===== config.mk =====
export PLATFORM = sky130hd
export DESIGN_NAME = pc_fetch_stage
export DESIGN_NICKNAME = d
export VERILOG_FILES = /design/src/rtl/cpu_pkg.sv /design/src/rtl/ifid_reg.sv /design/src/rtl/pc_fetch_stage.sv
export SDC_FILE = /design/constraint.sdc
export NUM_CORES = 1
export LEC_CHECK = 0
export CORE_UTILIZATION = 41
export CTS_CLUSTER_DIAMETER = 40
export DETAILED_ROUTE_END_ITERATION = 8
export GPL_ROUTABILITY_DRIVEN = 0
export PLACE_DENSITY = 0.76
export SLEW_MARGIN = 20
export SYNTH_ARGS = -nofsm -noshare
export SYNTH_HDL_FRONTEND = slang
export SYNTH_SLANG_ARGS = --single-unit

===== constraint.sdc =====
create_clock -name clk -period 1.65 [get_ports clk]
set_input_delay 0.33 -clock clk [delete_from_list [all_inputs] [get_ports clk]]
set_output_delay 0.33 -clock clk [all_outputs]
set_load 0.02 [all_outputs]

===== src/rtl/cpu_pkg.sv =====
// Shared CPU definitions: datapath widths, the halt opcode, fetch FSM states
// and the IF/ID bubble constant used by the pipeline registers.
package cpu_pkg;

   localparam int PC_W    = 12;
   localparam int INSTR_W = 16;

   localparam logic [3:0]         OPC_HLT  = 4'hF;
   localparam logic [PC_W-1:0]    RESET_PC = '0;

   typedef enum logic [1:0] {
      BOOT   = 2'd0,
      RUN    = 2'd1,
      HALTED = 2'd2
   } fetch_state_e;

   // 16'h0000 is a legal opcode, so a bubble is identified only by valid=0.
   localparam logic [INSTR_W-1:0] BUBBLE_INSTR = '0;
   localparam logic               BUBBLE_VALID = 1'b0;

   function automatic logic is_halt(input logic [INSTR_W-1:0] instr);
      return instr[INSTR_W-1 -: 4] == OPC_HLT;
   endfunction

endpackage


===== src/rtl/ifid_reg.sv =====
// Inter-stage pipeline register with hold (stall) and flush (bubble insert).
// Flush takes priority over hold so a redirect always kills the wrong path.
module ifid_reg
   import cpu_pkg::*;
#(
   parameter int DW = INSTR_W,
   parameter int AW = PC_W
) (
   input  logic          clk,
   input  logic          rst,
   input  logic          hold_i,
   input  logic          flush_i,
   input  logic [DW-1:0] instr_i,
   input  logic [AW-1:0] pc_i,
   input  logic          valid_i,
   output logic [DW-1:0] instr_o,
   output logic [AW-1:0] pc_o,
   output logic          valid_o
);

   logic [DW-1:0] instr_q;
   logic [AW-1:0] pc_q;
   logic          valid_q;

   always_ff @(posedge clk or posedge rst) begin
      if (rst) begin
         instr_q <= '0;
         pc_q    <= '0;
         valid_q <= 1'b0;
      end else if (flush_i) begin
         instr_q <= DW'(BUBBLE_INSTR);
         valid_q <= BUBBLE_VALID;
      end else if (!hold_i) begin
         instr_q <= instr_i;
         pc_q    <= pc_i;
         valid_q <= valid_i;
      end
   end

   assign instr_o = instr_q;
   assign pc_o    = pc_q;
   assign valid_o = valid_q;

endmodule


===== src/rtl/pc_fetch_stage.sv =====
// Instruction-fetch front end: program counter, next-PC selection and the
// BOOT/RUN/HALTED control FSM, feeding the IF/ID pipeline register.
module pc_fetch_stage
   import cpu_pkg::*;
#(
   parameter int               PC_W     = cpu_pkg::PC_W,
   parameter int               INSTR_W  = cpu_pkg::INSTR_W,
   parameter logic [PC_W-1:0]  RESET_PC = cpu_pkg::RESET_PC,
   parameter logic [3:0]       OPC_HLT  = cpu_pkg::OPC_HLT
) (
   input  logic               clk,
   input  logic               reset,
   output logic [PC_W-1:0]    PCAdd_pc,
   input  logic [INSTR_W-1:0] M_instruction,
   input  logic               stall,
   input  logic               branch_taken,
   input  logic [PC_W-1:0]    branch_target,
   output logic [INSTR_W-1:0] ifid_instr,
   output logic [PC_W-1:0]    ifid_pc,
   output logic               ifid_valid,
   output logic               halted
);

   fetch_state_e      state_q, state_d;
   logic [PC_W-1:0]   pc_q, pc_d;
   logic              ifid_hold, ifid_flush;
   logic              fetch_is_halt;

   assign fetch_is_halt = M_instruction[INSTR_W-1 -: 4] == OPC_HLT;

   always_ff @(posedge clk or posedge reset) begin
      if (reset) begin
         state_q <= BOOT;
         pc_q    <= RESET_PC;
      end else begin
         state_q <= state_d;
         pc_q    <= pc_d;
      end
   end

   // Redirect outranks stall in both RUN and HALTED; a halt word only counts
   // when it is actually advanced into IF/ID.
   always_comb begin
      state_d    = state_q;
      pc_d       = pc_q;
      ifid_hold  = 1'b1;
      ifid_flush = 1'b0;
      unique case (state_q)
         BOOT: begin
            state_d = RUN;
         end
         RUN: begin
            if (branch_taken) begin
               pc_d       = branch_target;
               ifid_flush = 1'b1;
            end else if (!stall) begin
               ifid_hold = 1'b0;
               if (fetch_is_halt) state_d = HALTED;
               else               pc_d    = pc_q + 1'b1;
            end
         end
         HALTED: begin
            if (branch_taken) begin
               pc_d       = branch_target;
               ifid_flush = 1'b1;
               state_d    = RUN;
            end else if (!stall) begin
               ifid_flush = 1'b1;
            end
         end
         default: begin
            state_d = BOOT;
         end
      endcase
   end

   ifid_reg #(
      .DW (INSTR_W),
      .AW (PC_W)
   ) u_ifid (
      .clk     (clk),
      .rst     (reset),
      .hold_i  (ifid_hold),
      .flush_i (ifid_flush),
      .instr_i (M_instruction),
      .pc_i    (pc_q),
      .valid_i (1'b1),
      .instr_o (ifid_instr),
      .pc_o    (ifid_pc),
      .valid_o (ifid_valid)
   );

   assign PCAdd_pc = pc_q;
   assign halted   = (state_q == HALTED);

endmodule


==> summary.md <==
| Metric | Value |
|---|---|
| Synth unique cells | 40 |
| Die H | 74.0 um |
| Cell family with most CP delay | compound AO/OA/AOI/OAI gates |
| Number of synthesized register bits | 43 |
| Placed cell area | 3160 um2 |
| Metal1 wirelength | 2560 um |
| Longest Clk Path Bufs | 2 |
| Power Density | 1990 nW/um2 |
| Status | finished, violations left |
| Final WL | 6230 um |
| CP max-delay cell | dfrtp_1 |
| # nets final | 336 |
| Detail Placement HPWL | 4090 um |
| Highest metal used | met4 |
| Fmax | 0.575 GHz |
| Metal2 WL | 3180 um |
| Placed cell count | 346 |
| Most frequent cells in the layout | clkdlybuf4s50_1, dfrtp_1, buf_4 |
| Slew Limit Fails | 0 |
| Cell Area, Synth | 2130 um2 |
| Post-synthesis sequential area ratio | 0.506 |
| Buffers & Inverters on Critical Path | 2 |
| H-tree level count | 2 |
| Die W | 74.0 um |
| Die ar. | 5480 um2 |
| Vias in the first global route | 1,981 |
| Least-Margin Pin Slew | 0.450 ns |
| Core Util, Final | 0.719 |
| Total CTS buffers | 5 |
| Post-DRT Antenna Nets | 0 |
| Ys Warns | 0 |
| Final Instance Count excl. Fillers | 365 |
| Failing checks | negative setup slack |
| Final WS setup | -0.0885 ns |
| TritonCTS clock tree | yes |
| CTS Sinks | 43 |
| Max-capacitance violation count | 0 |
| Gr ovfl total | 0 |
| Final routed DRC violation total | 0 |
| CP dominant cell by count | a21oi_1 |
| Root Driver | clkbuf_8 |
| Initial Util | 0.438 |
| Max IR drop VDD | 941 uV |
| Startpoint class of the critical path | flip-flop |
| Total GRT Usage | 0.230 |
| Crit path required time | 1.82 ns |
| Critical path cell sequence | buf_6 > ha_4 > o21a_1 > a21o_4 > buf_4 > a21oi_1 > a21oi_1 |
| Reg clk slew, reported paths | 0.08 ns |
| DR iter-0 viols | 144 |
| First-pass GRT wire length | 9450 um |
| Clock Latency Late Sink | 0.30 ns |
| Mapped Nets | 223 |
| Worst-path maximum fanout | 8 |
| Post-Synthesis Cells | 185 |
| Lkg Pwr | 1.50 nW |
| Drt pass-1 iters | 4 |
| Area grow syn2layout | 64.1% |
| Vias | 2,020 |
| Boundary Pins | 74 |
| Syn Area/Cell | 11.5 um2 |
| Core area | 4850 um2 |
| Ant diodes | 0 |
| Critical path class | reg2reg |
| RSZ-0062 raised after global routing | true |
| Rows | 25 |
| WP data arrival | 1.91 ns |
| Fin. Hold Viols | 0 |
| Drt wl/cell | 17.1 um |
| Cts hold-fix bufs | 0 |
| WL met3 | 375 um |
| Crit. End Element | flip-flop |
| Largest net degree at the start of global routing | 35 |
| Final setup violation count | 6 |
| Design Area, Final | 3490 um2 |
| Port Buf Inserts | 73 |
| Worst slew margin | 0.700 |
| DR vias/cell | 5.53 |
| Initial antenna violation count | 0 |
| Clock skew | 0.00776 ns |
| Tightest Hold Check Type | in2async |
| Leading cell type in the layout, fill and taps excluded | clkdlybuf4s50_1 |
| Share of layout cells above drive strength 1 | 0.305 |
| Period utilisation layout | 1.05 |
| Largest stage delay on the critical path | 0.40 ns |
| Crit path time final | 1.74 ns |
[logic make-up after synthesis]
group,share of synthesized area
simple gates,0.0959
mux,0.0948
compound gates,0.218
buf+inv,0.0500
fa+ha+maj,0.0353
flops,0.506
[flip-flops by register name, summed over array words and instances, names as in the netlist]
signal and cells:
u_ifid.valid_o 1, state_q 2, PCAdd_pc 12, u_ifid.pc_o 12, u_ifid.instr_o 16
[synth_stat cells]
master      n  area, um2
o31ai_1     3       22.5
and4_1      2       17.5
a21o_2      1       8.76
o211ai_2    1       12.5
o41ai_1     1       8.76
a22oi_1     1       7.51
o21ai_0    11       55.1
or3_1       1       6.26
o22ai_1     3       18.8
mux2i_1     4       40.0
a21oi_1    16       80.1
o221ai_1    2       17.5
nor2b_1     1       6.26
mux2_2      9        101
and3_1      2       12.5
inv_1       5       18.8
o21bai_1    1       7.51
buf_6       4       45.0
buf_4       3       22.5
nand2_1    10       37.5
a311oi_1    1       8.76
buf_2       4       20.0
nor4_1      2       12.5
a21oi_4     1       16.3
or2_1       2       12.5
nand3_1     9       45.0
a2bb2oi_1   2       17.5
o31a_1      1       8.76
nor3b_1     2       15.0
nor2_1      2       7.51
ha_1        6       75.1
o21a_1      1       7.51
o32ai_1     1       8.76
o211ai_1    1       7.51
mux2_4      4       60.1
nand2b_1    1       6.26
nand4_1     2       12.5
a22o_1     17        149
nor2_2      2       12.5
dfrtp_1    43       1080
[repair_timing]
| action | 4_1_cts | 5_1_grt |
|---|---|---|
| pin swaps | 7 | 5 |
| gates resized for setup | 25 | 28 |
| cloned | 1 | 1 |
| setup buffers | 9 | 1 |
| setup endpoints to repair | 48 | 42 |
[final timing paths]
kind,cells past startpoint,start,endpoint,slack (ns)
min in group clk,1,u_ifid.instr_o[4],u_ifid.instr_o[4],0.51
min,2,reset,u_ifid.instr_o[14],0.28
min reg2reg,1,u_ifid.instr_o[4],u_ifid.instr_o[4],0.51
max,7,state_q[1],PCAdd_pc[10],-0.09
max in group asynchronous,3,reset,u_ifid.pc_o[11],0.89
max reg2reg,7,state_q[1],PCAdd_pc[10],-0.09
[stage by stage]
step	setup WS [ns]	total power, mW	TNS [ns]	hold slack (ns)
5_1_grt	-0.137	7.35	-1.34	0.303
2_1_floorplan	-0.0523	4.05	-0.384	0.463
6_report	-0.0885	6.95	-0.120	0.284
3_5_place_dp	-0.281	5.73	-9.11	0.491
4_1_cts	-0.0275	6.72	-0.123	0.287
3_3_place_gp	-0.219	5.64	-7.40	0.489
[metal layers]
layer	vias up	GRT usage
met5	-	0
met4	0	0.0684
met3	13	0.0488
met2	83	0.394
met1	994	0.294
li1	930	-
[power by group]
part	leakage, nW	switching, mW	internal (mW)
Clock	0.0470	0.359	0.329
Combinational	0.936	2.06	2.26
Sequential	0.521	0.388	1.56
Total	1.50	2.80	4.15
[layout make-up]
class / instances / area (um2)
Sequential cell: 43 / 1080
Fill cell: 351 / 1360
Clock inverter: 1 / 5.00
Timing Repair Buffer: 117 / 1130
Multi-Input combinational cell: 126 / 1090
Tap cell: 67 / 83.8
Inverter: 5 / 18.8
Clock buffer: 6 / 82.6
(Power assumes the default switching activity.)
